[src/rtl/grostl_pkg.sv]
// Shared constants and types for the Groestl-256 column sequencer.
// Optional build macro used by the sequencer: GROSTL_PQ_INTERLEAVE_EN.
package grostl_pkg;

  localparam int GROSTL_ROUNDS = 10;
  localparam int GROSTL_COLS   = 8;
  localparam int RND_W         = $clog2(GROSTL_ROUNDS);
  localparam int COL_W         = $clog2(GROSTL_COLS);

  localparam logic [RND_W-1:0] RND_LAST = RND_W'(GROSTL_ROUNDS - 1);
  localparam logic [COL_W-1:0] COL_LAST = COL_W'(GROSTL_COLS - 1);

  typedef enum logic {
    PERM_P = 1'b0,
    PERM_Q = 1'b1
  } perm_t;

  typedef enum logic [1:0] {
    ST_IDLE  = 2'd0,
    ST_ISSUE = 2'd1,
    ST_DRAIN = 2'd2,
    ST_FIN   = 2'd3
  } ctrl_state_t;

  typedef struct packed {
    logic             vld;
    perm_t            perm;
    logic [RND_W-1:0] rnd;
    logic [COL_W-1:0] col;
  } col_tag_t;

  // True for the writeback of the final column of the final round of Q.
  function automatic logic is_last_tag(col_tag_t t);
    return t.vld && (t.perm == PERM_Q) && (t.col == COL_LAST) && (t.rnd == RND_LAST);
  endfunction

endpackage

[src/rtl/grostl_tag_delay.sv]
// PIPE-deep shift register carrying issue tags to the writeback side.
// Shifts every cycle; asynchronous clear empties the whole line.
module grostl_tag_delay
  import grostl_pkg::*;
#(
  parameter int PIPE = 2
) (
  input  logic     clk,
  input  logic     rst_n,
  input  col_tag_t i_tag,
  output col_tag_t o_tag
);

  for (genvar gi = 0; gi < PIPE; gi++) begin : g_stage
    col_tag_t w_in;
    col_tag_t r_tag;

    if (gi == 0) begin : g_first
      assign w_in = i_tag;
    end else begin : g_next
      assign w_in = g_stage[gi-1].r_tag;
    end

    // One stage of the delay line.
    always_ff @(posedge clk or negedge rst_n) begin
      if (!rst_n) begin
        r_tag <= '0;
      end else begin
        r_tag <= w_in;
      end
    end
  end

  assign o_tag = g_stage[PIPE-1].r_tag;

endmodule

[src/rtl/grostl_round_ctrl.sv]
// Round/column sequencer for the 64-bit Groestl datapath.
// Issues one column per cycle, drains the datapath PIPE cycles at every
// round boundary and produces writeback strobes delayed by PIPE cycles.
// Build macro GROSTL_PQ_INTERLEAVE_EN: when defined, P and Q columns of a
// round are issued back-to-back and share one drain; otherwise all P rounds
// run before all Q rounds.
module grostl_round_ctrl
  import grostl_pkg::*;
#(
  parameter int PIPE = 2
) (
  input  logic             clk,
  input  logic             rst_n,
  input  logic             start,
  output logic             busy,
  output logic             done,
  output logic             iss_vld,
  output logic             iss_perm,
  output logic [RND_W-1:0] iss_rnd,
  output logic [COL_W-1:0] iss_col,
  output logic             wb_vld,
  output logic             wb_perm,
  output logic [COL_W-1:0] wb_col,
  output logic             last_wb
);

  localparam int CNT_W = (PIPE > 1) ? $clog2(PIPE) : 1;
  localparam logic [CNT_W-1:0] CNT_LOAD = CNT_W'(PIPE - 1);

  ctrl_state_t      r_state;
  ctrl_state_t      w_state_next;
  perm_t            r_perm;
  perm_t            w_perm_next;
  logic [RND_W-1:0] r_rnd;
  logic [RND_W-1:0] w_rnd_next;
  logic [COL_W-1:0] r_col;
  logic [COL_W-1:0] w_col_next;
  logic [CNT_W-1:0] r_cnt;
  logic [CNT_W-1:0] w_cnt_next;

  col_tag_t         w_iss_tag;
  col_tag_t         w_wb_tag;

  // State, index and drain-counter registers.
  always_ff @(posedge clk or negedge rst_n) begin
    if (!rst_n) begin
      r_state <= ST_IDLE;
      r_perm  <= PERM_P;
      r_rnd   <= '0;
      r_col   <= '0;
      r_cnt   <= '0;
    end else begin
      r_state <= w_state_next;
      r_perm  <= w_perm_next;
      r_rnd   <= w_rnd_next;
      r_col   <= w_col_next;
      r_cnt   <= w_cnt_next;
    end
  end

  // Next-state and index sequencing.
  always_comb begin
    w_state_next = r_state;
    w_perm_next  = r_perm;
    w_rnd_next   = r_rnd;
    w_col_next   = r_col;
    w_cnt_next   = r_cnt;

    case (r_state)
      ST_IDLE: begin
        if (start) begin
          w_state_next = ST_ISSUE;
          w_perm_next  = PERM_P;
          w_rnd_next   = '0;
          w_col_next   = '0;
        end
      end

      ST_ISSUE: begin
        if (r_col == COL_LAST) begin
          w_col_next = '0;
`ifdef GROSTL_PQ_INTERLEAVE_EN
          // P half of the round done: continue straight into Q, no drain.
          if (r_perm == PERM_P) begin
            w_perm_next = PERM_Q;
          end else begin
            w_state_next = ST_DRAIN;
            w_cnt_next   = CNT_LOAD;
          end
`else
          w_state_next = ST_DRAIN;
          w_cnt_next   = CNT_LOAD;
`endif
        end else begin
          w_col_next = r_col + COL_W'(1);
        end
      end

      ST_DRAIN: begin
        if (r_cnt == '0) begin
`ifdef GROSTL_PQ_INTERLEAVE_EN
          w_perm_next = PERM_P;
          if (r_rnd == RND_LAST) begin
            w_rnd_next   = '0;
            w_state_next = ST_FIN;
          end else begin
            w_rnd_next   = r_rnd + RND_W'(1);
            w_state_next = ST_ISSUE;
          end
`else
          if (r_rnd == RND_LAST) begin
            w_rnd_next = '0;
            if (r_perm == PERM_Q) begin
              w_perm_next  = PERM_P;
              w_state_next = ST_FIN;
            end else begin
              w_perm_next  = PERM_Q;
              w_state_next = ST_ISSUE;
            end
          end else begin
            w_rnd_next   = r_rnd + RND_W'(1);
            w_state_next = ST_ISSUE;
          end
`endif
        end else begin
          w_cnt_next = r_cnt - CNT_W'(1);
        end
      end

      ST_FIN: begin
        w_state_next = ST_IDLE;
      end

      default: begin
        w_state_next = ST_IDLE;
      end
    endcase
  end

  assign iss_vld  = (r_state == ST_ISSUE);
  assign busy     = (r_state == ST_ISSUE) || (r_state == ST_DRAIN);
  assign done     = (r_state == ST_FIN);
  assign iss_perm = r_perm;
  assign iss_rnd  = r_rnd;
  assign iss_col  = r_col;

  assign w_iss_tag = '{vld: iss_vld, perm: r_perm, rnd: r_rnd, col: r_col};

  grostl_tag_delay #(
    .PIPE (PIPE)
  ) u_tag_delay (
    .clk   (clk),
    .rst_n (rst_n),
    .i_tag (w_iss_tag),
    .o_tag (w_wb_tag)
  );

  assign wb_vld  = w_wb_tag.vld;
  assign wb_perm = w_wb_tag.perm;
  assign wb_col  = w_wb_tag.col;
  assign last_wb = is_last_tag(w_wb_tag);

endmodule

[config.mk]
export PLATFORM = sky130hd
export DESIGN_NAME = grostl_round_ctrl
export DESIGN_NICKNAME = d
export VERILOG_FILES = /design/src/rtl/grostl_pkg.sv /design/src/rtl/grostl_tag_delay.sv /design/src/rtl/grostl_round_ctrl.sv
export SDC_FILE = /design/constraint.sdc
export NUM_CORES = 1
export LEC_CHECK = 0
export ABC_CLOCK_PERIOD_IN_PS = 4200
export BUFFER_PORTS_ARGS = -buffer_cell sky130_fd_sc_hd__buf_4
export CAP_MARGIN = 10
export CORE_MARGIN = 5
export CORE_UTILIZATION = 40
export CTS_CLUSTER_DIAMETER = 150
export CTS_CLUSTER_SIZE = 14
export DETAILED_ROUTE_END_ITERATION = 10
export SYNTH_ARGS = -nofsm -noshare
export SYNTH_HDL_FRONTEND = slang
export SYNTH_SLANG_ARGS = --single-unit
[constraint.sdc]
create_clock -name clk -period 4.2 [get_ports clk]
set_input_delay 0.84 -clock clk [delete_from_list [all_inputs] [get_ports clk]]
set_output_delay 0.84 -clock clk [all_outputs]
set_load 0.05 [all_outputs]
==> metrics.md <==
| Metric | Value |
|---|---|
| Status | `completed` |
| First-pass GRT wire length | `3530 um` |
| Die width | `64.6 um` |
| Setup Fix Bufs, Post-CTS | `0` |
| Least-Margin Pin Slew | `0.349 ns` |
| First-pass iteration count of the detailed router | `4` |
| Synth area leader | `dfrtp_1` |
| Fin crit share | `a little under three fifths` |
| HPWL Detailed | `1450 um` |
| Crit-path cells | `inv_1 -> ha_1 -> buf_4` |
| Area growth syn-to-layout | `16.6%` |
| Final slew viol count | `0` |
| CTS root buf | `clkbuf_4` |
| DIE HEIGHT | `64.6 um` |
| Clk Latency, worst-skew pair | `0.33 ns` |
| Syn Inst Count | `90` |
| Crit path DAT | `1.48 ns` |
| Post-Syn Area | `1190 um^2` |
| Final WL | `2050 um` |
| Yosys top cell area share | `60.9%` |
| CTS H-tree depth | `2` |
| Fin Setup TNS | `0 ns` |
| Share of layout cells above drive strength 1 | `28.6%` |
| Most numerous cell in the Yosys netlist | `dfrtp_1` |
| Critical path's slowest cell | `dfrtp_1` |
| Yosys Warn Count | `0` |
| Vias/cell | `5.43` |
| Most common library cells after synthesis | `dfrtp_1, ha_1, inv_1, nand3_1` |
| Post-Syn Area per Cell | `13.2 um^2` |
| Final setup vio count | `0` |
| Fin crit period | `approximately 2.3 ns` |
| Vias in the first global route | `749` |
| Slew HR | `76.7%` |
| CTS max path bufs | `2` |
| EDFF count, synth | `0` |
| Mapped Nets | `102` |
| CTS Buf Count | `5` |
| Worst setup EP type | `output pin` |
| Largest net degree at the start of global routing | `30` |
| Main flop type after synthesis | `dfrtp_1` |
| Async SR Flop Fraction | `100%` |
| Remaining DRCs | `0` |
| Via count | `776` |
| Kind of critical path | `reg -> out` |
| Slowest Stage Delay on Critical Path | `approximately 0.44 ns` |
| Min-Delay Path Class | `reg -> reg` |
| RSZ-0062 raised after global routing | `no` |
| Initial drt markers | `29` |
| IO Pins | `20` |
| CTS tree | `built` |
| Fin. Hold Viols | `0` |
| Clock Skew | `0.00681 ns` |
| Drt wl/cell | `14.3 um` |
| CP Data Required Time | `3.36 ns` |
| GRT Residual Overflow | `0` |
| # port buffers | `19` |
| Crit-path max FO | `9` |
| Critical Path Start Type | `flop` |
| Post-layout net count | `123` |
| Synth Register Bits | `29` |
| Initial core utilization | `a little over two fifths` |
| Clk pin slew, worst setup/hold paths | `roughly 0.090 ns` |
| Register area share after synthesis | `60.9%` |
| DRT antenna net count | `0` |
| Top cells by area, synth | `dfrtp_1, ha_1, a32o_1, buf_4, nand3_1` |
| # hold bufs at CTS | `0` |
| FMAX | `0.431 GHz` |
| Num rows | `19` |
| Core area | `2810 um^2` |
| Initial antenna violation count | `0` |
| Hold Slack | `0.353 ns` |
| GRT Overall Usage | `11.5%` |
| Sinks on Clock Net | `29` |
| Ant. Diodes | `0` |
| Maxcap violations | `0` |
| Distinct cell type count of the synthesized netlist | `32` |
| Die ar. | `4170 um^2` |
| Post_cts resized | `0` |
| Final Wtd Congestion | `between 0.7 and 0.8` |
logic make-up after synthesis:
logic type | after synthesis | synth area share [%]
DFF | 29 | 60.9
AOI/OAI and AO/OA | 17 | 10.9
muxes | 1 | 0.840
adders and majority gates | 9 | 9.45
and+or+nand+nor | 25 | 13.3
buffers and inverters | 9 | 4.52
routing by layer:
metal | vias to the layer above | track usage [%] | share of wire [%]
met5 | - | 0 | 0
met3 | 7 | 5.53 | 8.0
met1 | 378 | 13.4 | 43
met4 | 0 | 7.12 | 2.6
met2 | 27 | 16.9 | 47
li1 | 364 | - | -
state kept, by name (all words and copies together) (netlist names):
signal                     flops
u_tag_delay.g_stage.r_tag      9
u_tag_delay.o_tag              9
iss_rnd                        4
iss_col                        3
r_state                        2
iss_perm                       1
r_cnt                          1
layout by cell type (no fill, tap or decap), types with 2 or more instances in the layout:
cell	netlist	routed
o21ai_1	2	2
inv_1	4	4
clkbuf_4	0	5
nand2b_1	3	3
nand2_1	2	2
nor2b_1	2	2
a32o_1	3	3
ha_1	9	9
nand3_1	4	4
buf_4	3	19
dfrtp_1	29	29
a41oi_1	2	2
clkinv_2	0	2
nor2_1	3	3
a21oi_1	3	3
o22ai_1	2	2
nand4_1	2	2
final cells by class:
cell class / count / area, um^2
clock buffers: 5 / 37.5
clock inverters: 3 / 17.5
fillers: 260 / 1420
inverters: 4 / 15.0
multi-input cells: 52 / 412
flip-flops and latches: 29 / 726
well taps: 31 / 38.8
repair buffers: 19 / 143
metrics by stage:
step	area, um^2	cells	utilization (%)	setup WS (ns)
6_report	1390	143	49.5	1.88
5_1_grt	1390	143	49.5	1.76
4_1_cts	1390	143	49.5	1.86
3_5_place_dp	1330	135	47.5	2.24
3_3_place_gp	1330	135	47.5	2.30
2_1_floorplan	1190	90	-	1.96
critical path, delay by kind of cell (launching register included):
family                   cells  cell delay, ns
flip-flops                   1            0.44
buffers and inverters        2            0.38
adder cells (fa/ha/maj)      1            0.33
worst paths after layout:
path                       depth (start not counted)                              to                                      start  slack [ns]
max                                                3                         iss_vld                     r_state[1]$_DFFE_PN0P_        1.88
min                                                0  u_tag_delay.o_tag[8]$_DFF_PN0_  u_tag_delay.g_stage[0].r_tag[8]$_DFF_PN0_        0.35
max in group asynchronous                          1  u_tag_delay.o_tag[1]$_DFF_PN0_                                      rst_n        3.53
max reg2reg                                        5          r_state[1]$_DFFE_PN0P_                     r_state[0]$_DFFE_PN0P_        2.50
min reg2reg                                        0  u_tag_delay.o_tag[8]$_DFF_PN0_  u_tag_delay.g_stage[0].r_tag[8]$_DFF_PN0_        0.35
min in group asynchronous                          1          iss_rnd[3]$_DFFE_PN0P_                                      rst_n        0.41
Power is not shown: default switching activity piles up to over one toggle a cycle in this logic, so the estimate is an artifact.
